===== src/rtl/shreg_deser_pkg.sv =====
// Shared helpers for the shreg_deser serial-to-parallel stage: counter sizing,
// lane slicing and bit placement for MSB- or LSB-first collection.
package shreg_deser_pkg;

    // Bits needed to count 0..depth-1, never less than one
    function automatic int unsigned cnt_w(input int unsigned depth);
        return (depth <= 32'd1) ? 32'd1 : 32'($clog2(depth));
    endfunction

    // Low bit of lane `lane` inside the flattened output word
    function automatic int unsigned lane_lo(input int unsigned lane, input int unsigned depth);
        return lane * depth;
    endfunction

    // Word bit that receives the idx-th serial bit of a word
    function automatic int unsigned bit_pos(input int unsigned idx, input int unsigned depth,
                                            input bit msb_first);
        return msb_first ? (depth - 32'd1 - idx) : idx;
    endfunction

endpackage


===== src/rtl/shreg_deser_lane.sv =====
// One lane of shreg_deser: collects DEPTH serial bits and captures the word on load.
// Optional parity output under SHREG_DESER_PARITY_EN.
module shreg_deser_lane
    import shreg_deser_pkg::*;
#(
    parameter int unsigned DEPTH     = 8,
    parameter bit          MSB_FIRST = 1'b1,
    parameter int unsigned CW        = cnt_w(DEPTH)
) (
    input  logic             clk,
    input  logic             r_n,
    input  logic             i_valid,
    input  logic             i_bit,
    input  logic [CW-1:0]    i_cnt,
    input  logic             i_load,
`ifdef SHREG_DESER_PARITY_EN
    output logic             o_par,
`endif
    output logic [DEPTH-1:0] o_word
);

    logic [DEPTH-1:0] r_sr;
    logic [DEPTH-1:0] w_word;

    // Collected bits with the current bit already placed, so a completing word is whole
    always_comb begin
        w_word = r_sr;
        for (int unsigned k = 0; k < DEPTH; k++) begin
            if (CW'(bit_pos(k, DEPTH, MSB_FIRST)) == i_cnt) begin
                w_word[k] = i_bit;
            end
        end
    end

    always_ff @(posedge clk or negedge r_n) begin
        if (!r_n) begin
            r_sr   <= '0;
            o_word <= '0;
`ifdef SHREG_DESER_PARITY_EN
            o_par  <= 1'b0;
`endif
        end else begin
            if (i_valid) begin
                r_sr <= w_word;
            end
            if (i_load) begin
                o_word <= w_word;
`ifdef SHREG_DESER_PARITY_EN
                o_par  <= ^w_word;
`endif
            end
        end
    end

endmodule


===== src/rtl/shreg_deser.sv =====
// Serial-to-parallel deserializer with a single valid/ready holding register and
// sticky overrun flag. Define SHREG_DESER_PARITY_EN to add per-lane out_par.
module shreg_deser
    import shreg_deser_pkg::*;
#(
    parameter int unsigned WIDTH     = 1,
    parameter int unsigned DEPTH     = 8,
    parameter bit          MSB_FIRST = 1'b1
) (
    input  logic                   clk,
    input  logic                   r_n,
    input  logic                   in_valid,
    input  logic [WIDTH-1:0]       i,
    output logic                   out_valid,
    input  logic                   out_ready,
    output logic [WIDTH*DEPTH-1:0] out_data,
`ifdef SHREG_DESER_PARITY_EN
    output logic [WIDTH-1:0]       out_par,
`endif
    output logic                   overrun,
    input  logic                   ovr_clr
);

    localparam int unsigned CW = cnt_w(DEPTH);

    logic [CW-1:0] r_cnt;
    logic          w_done;
    logic          w_stall;
    logic          w_load;

    assign w_done  = in_valid && (r_cnt == CW'(DEPTH - 1));
    assign w_stall = out_valid && !out_ready;
    assign w_load  = w_done && !w_stall;

    // Bit counter, handshake and sticky overrun
    always_ff @(posedge clk or negedge r_n) begin
        if (!r_n) begin
            r_cnt     <= '0;
            out_valid <= 1'b0;
            overrun   <= 1'b0;
        end else begin
            if (in_valid) begin
                r_cnt <= w_done ? '0 : r_cnt + CW'(1);
            end
            if (w_load) begin
                out_valid <= 1'b1;
            end else if (out_valid && out_ready) begin
                out_valid <= 1'b0;
            end
            if (w_done && w_stall) begin
                overrun <= 1'b1;
            end else if (ovr_clr) begin
                overrun <= 1'b0;
            end
        end
    end

    for (genvar g = 0; g < WIDTH; g++) begin : g_lane
        shreg_deser_lane #(
            .DEPTH     (DEPTH),
            .MSB_FIRST (MSB_FIRST),
            .CW        (CW)
        ) u_lane (
            .clk     (clk),
            .r_n     (r_n),
            .i_valid (in_valid),
            .i_bit   (i[g]),
            .i_cnt   (r_cnt),
            .i_load  (w_load),
`ifdef SHREG_DESER_PARITY_EN
            .o_par   (out_par[g]),
`endif
            .o_word  (out_data[lane_lo(g, DEPTH) +: DEPTH])
        );
    end

endmodule


===== config.mk =====
export PLATFORM = sky130hd
export DESIGN_NAME = shreg_deser
export DESIGN_NICKNAME = d
export VERILOG_FILES = /design/src/rtl/shreg_deser_pkg.sv /design/src/rtl/shreg_deser_lane.sv /design/src/rtl/shreg_deser.sv
export SDC_FILE = /design/constraint.sdc
export NUM_CORES = 1
export LEC_CHECK = 0
export BUFFER_PORTS_ARGS = -buffer_cell sky130_fd_sc_hd__buf_2
export CORE_ASPECT_RATIO = 0.9
export CORE_MARGIN = 4
export CORE_UTILIZATION = 55
export DETAILED_ROUTE_END_ITERATION = 8
export PLACE_DENSITY = 0.78
export SLEW_MARGIN = 10
export SYNTH_ARGS = -nofsm -noshare
export SYNTH_HDL_FRONTEND = slang
export SYNTH_SLANG_ARGS = --single-unit

===== constraint.sdc =====
create_clock -name clk -period 4.25 [get_ports clk]
set_clock_uncertainty 0.1 [all_clocks]
set_input_delay 0.425 -clock clk [delete_from_list [all_inputs] [get_ports clk]]
set_output_delay 0.425 -clock clk [all_outputs]
set_load 0.02 [all_outputs]

==> metrics.md <==
| Metric | Value |
|---|---|
| Outcome | `completed` |
| Die H | `a little under 50 um` |
| CTS root buf | `clkbuf_4` |
| CP Class | `flop to flop` |
| Worst hold stages | `2` |
| Pwr/cell area | `approximately 650 nW/um^2` |
| DP Area | `approximately 1100 um^2` |
| Post-route cell area | `about 1100 um^2` |
| Static Leak | `~0.57 nW` |
| YS warnings | `0` |
| Layout cells sized above 1 | `0.458` |
| Resize count post-CTS | `0` |
| Register area | `500 um^2` |
| Setup bufs post-CTS | `0` |
| I/O pin cnt | `16` |
| Critical Path RT | `roughly 4300 ps` |
| Multi-input gate area | `between 400 and 500 um^2` |
| Final worst path period share | `0.492` |
| Final HPWL DP | `1190 um` |
| Placed instance count | `115` |
| DR DRC count | `0` |
| CTS sink count | `20` |
| Synth area leader | `dfrtp_1` |
| Mapped Nets | `92` |
| TritonCTS clock tree | `yes` |
| Post-route core utilization | `0.668` |
| Worst hold margin | `roughly 210 ps` |
| Area share of the largest cell type after synthesis | `0.491` |
| RD Place Congestion | `approximately 0.74` |
| Cells after synthesis | `80` |
| Reg-to-reg endpoint | `g_lane[0].u_lane.o_word[0]$_DFFE_PN0P_` |
| Tot GR Track Use | `0.157` |
| Initial antenna violation count | `0` |
| Cell Count, Final, Fillers Out | `120` |
| Grt total ovfl | `0` |
| Worst-margin pin slew | `around 760 ps` |
| Crit path cell chain | `ha_1 -> nand2_1 -> nor2b_1 -> mux2_2` |
| Setup violators final | `0` |
| Total Power | `roughly 740 uW` |
| Reg2Reg Launch Point | `r_cnt[2]$_DFFE_PN0P_` |
| FF-to-FF setup slack | `2160 ps` |
| IO Port Bufs | `15` |
| Die area | `approximately 2600 um^2` |
| Clk slew on worst S/H paths | `~110 ps` |
| Data arrival, critical path | `2180 ps` |
| Vias per inst | `between 5 and 6` |
| VDD IR-drop max | `around 0.00038 V` |
| Largest net degree at the start of global routing | `21` |
| DRT antenna net count | `0` |
| Routed wire length | `1590 um` |
| Top cells by area, synth | `dfrtp_1 (49%), mux2_2 (20%), ha_1 (7.4%), mux2_4 (5.9%), nand2_1 (3.7%)` |
| Crit-path leading delay family | `simple AND/OR/NAND/NOR gates` |
| Mux contribution to synthesized area | `0.267` |
| 1st-iter DRT viols | `15` |
| Post-synthesis compound-gate area fraction | `0.0172` |
| Die Wd | `~53 um` |
| Syn-to-layout area delta | `12.4%` |
| Worst Hold End | `overrun$_DFFE_PN0P_` |
| Clk_lat worst skew | `roughly 290 ps` |
| Synth Area per Inst | `roughly 13 um^2` |
| Row Count | `14` |
| Post-Synth XOR/XNOR Area | `0` |
| CTS Buffer Depth | `2` |
| Worst Setup End Kind | `flop` |
| Hold_sp | `ovr_clr` |
| Final min period | `~2100 ps` |
| Pre-Repair DR Iteration Count | `5` |
| Final slew viol count | `0` |
| Filler Cells Inserted | `between 100 and 150` |
| Hold Fails Final Rpt | `0` |
| Synth Cell Area | `1020 um^2` |
| DR WL/cell | `13.3 um` |
| Max incr delay on CP | `just over 600 ps` |
| Core Area | `approximately 1700 um^2` |
| CP startpoint kind | `flop` |
| Setup Total Neg Slack | `0 ps` |
| Main combinational cell family by area after synthesis | `multiplexers` |
| Post-route setup slack | `2160 ps` |
| Max Cap Violations | `0` |
| Crit-path max FO | `12` |
| Netlist cell types | `17` |
| TritonCTS Buffers | `3` |
| R2R cell count | `4` |
| Slowest CP cell | `nor2b_1` |
| Vias | `613` |
| Unrepaired setup endpoints after global routing | `false` |
| Vias in the first global route | `roughly 650` |
| Sequential share of the synthesized area | `0.491` |
| FMAX | `between 0.4 and 0.5 GHz` |
| First-pass GRT wire length | `between 2000 and 3000 um` |
| Worst path buffer plus inverter count | `0` |
| Htree depth | `1` |
| Nets | `approximately 110` |
| Simple-gate share of the synthesized area | `0.112` |
| HP Class | `input pin to flop` |
| Worst rel slew slack | `0.493` |
| Adder-Cell Fraction of Synth Area | `0.0736` |
| Number of synthesized register bits | `20` |
| Setup WS pre-CTS | `between 2000 and 2500 ps` |
| Initial Utilization | `0.594` |
| ANT cells | `0` |
==> cell type report <==
class                   count  area share
multi-input cells          52       0.418
well taps                  24      0.0262
inverters                   4      0.0131
repair buffers             16      0.0742
clock buffers               4      0.0317
flip-flops and latches     20       0.437
==> Yosys cell counts, drive strengths merged <==
cell	n
mux2	22
dfrtp	20
nand2	10
ha	6
inv	4
nand2b	4
buf	3
nand3	3
nor2b	2
o22ai	2
and2b	1
clkbuf	1
mux2i	1
o21ai	1
==> cells by family after synthesis <==
kind of cell             count (synthesis)
flip-flops                              20
buffers and inverters                    8
adder cells (fa/ha/maj)                  6
multiplexers                            23
AO/OA/AOI/OAI                            3
AND/OR/NAND/NOR                         20
==> power by group <==
| part | total [mW] | switching, mW | leakage (nW) | internal (mW) |
|---|---|---|---|---|
| clock | 0.107 | 0.0549 | 0.0210 | 0.0522 |
| combinational | 0.318 | 0.146 | 0.295 | 0.172 |
| sequential | 0.319 | 0.0480 | 0.249 | 0.271 |
==> layer usage <==
metal / wire [um] / track usage / vias to the layer above / share of wire
met5: 0 / 0 / - / 0
met4: 6 / 0.0511 / 0 / 0.0038
met3: 64 / 0.0550 / 2 / 0.040
met2: 810 / 0.247 / 13 / 0.51
met1: 713 / 0.199 / 292 / 0.45
li1: - / - / 306 / -
==> flip-flops by register name, indices dropped and copies added (netlist names) <==
register              count
r_cnt                     3
overrun                   1
g_lane.u_lane.o_word      8
out_valid                 1
g_lane.u_lane.r_sr        7
==> worst reg2reg max path, cell delays in order, from the launching register on <==
cell and delay (ps):
dfrtp_1 540, ha_1 240, nand2_1 90, nor2b_1 610
mux2_2 410
==> cell usage in the layout (no fill, tap or decap) <==
cell           count
and2b_2            1
o22ai_1            2
clkbuf_8           1
nand3_1            3
buf_2             15
dfrtp_1           20
nand2b_1           2
nor2b_1            2
mux2_2            18
dlygate4sd3_1      1
mux2i_1            1
inv_1              4
nand2_1           10
nand2b_4           2
clkbuf_4           3
o21ai_0            1
mux2_4             4
ha_1               6
==> worst max path at each step <==
| stage | end | cells after the start | from | slack [ps] |
|---|---|---|---|---|
| final | g_lane[0].u_lane.o_word[0]$_DFFE_PN0P_ | 4 | r_cnt[2]$_DFFE_PN0P_ | 2160 |
| after detailed placement | g_lane[0].u_lane.o_word[3]$_DFFE_PN0P_ | 4 | r_cnt[2]$_DFFE_PN0P_ | 2120 |
| after CTS | g_lane[0].u_lane.o_word[3]$_DFFE_PN0P_ | 5 | r_cnt[0]$_DFFE_PN0P_ | 2090 |
| after global routing | g_lane[0].u_lane.o_word[4]$_DFFE_PN0P_ | 4 | r_cnt[2]$_DFFE_PN0P_ | 1970 |
| after global placement | g_lane[0].u_lane.o_word[2]$_DFFE_PN0P_ | 4 | r_cnt[2]$_DFFE_PN0P_ | 2170 |
| after floorplan | g_lane[0].u_lane.o_word[7]$_DFFE_PN0P_ | 5 | r_cnt[0]$_DFFE_PN0P_ | 2640 |
==> what timing repair did <==
item,in CTS,in global routing
hold endpoints to repair,20,0
setup endpoints to repair,0,0
hold buffers,1,0
No activity file was read; power rests on OpenSTA's default activity.
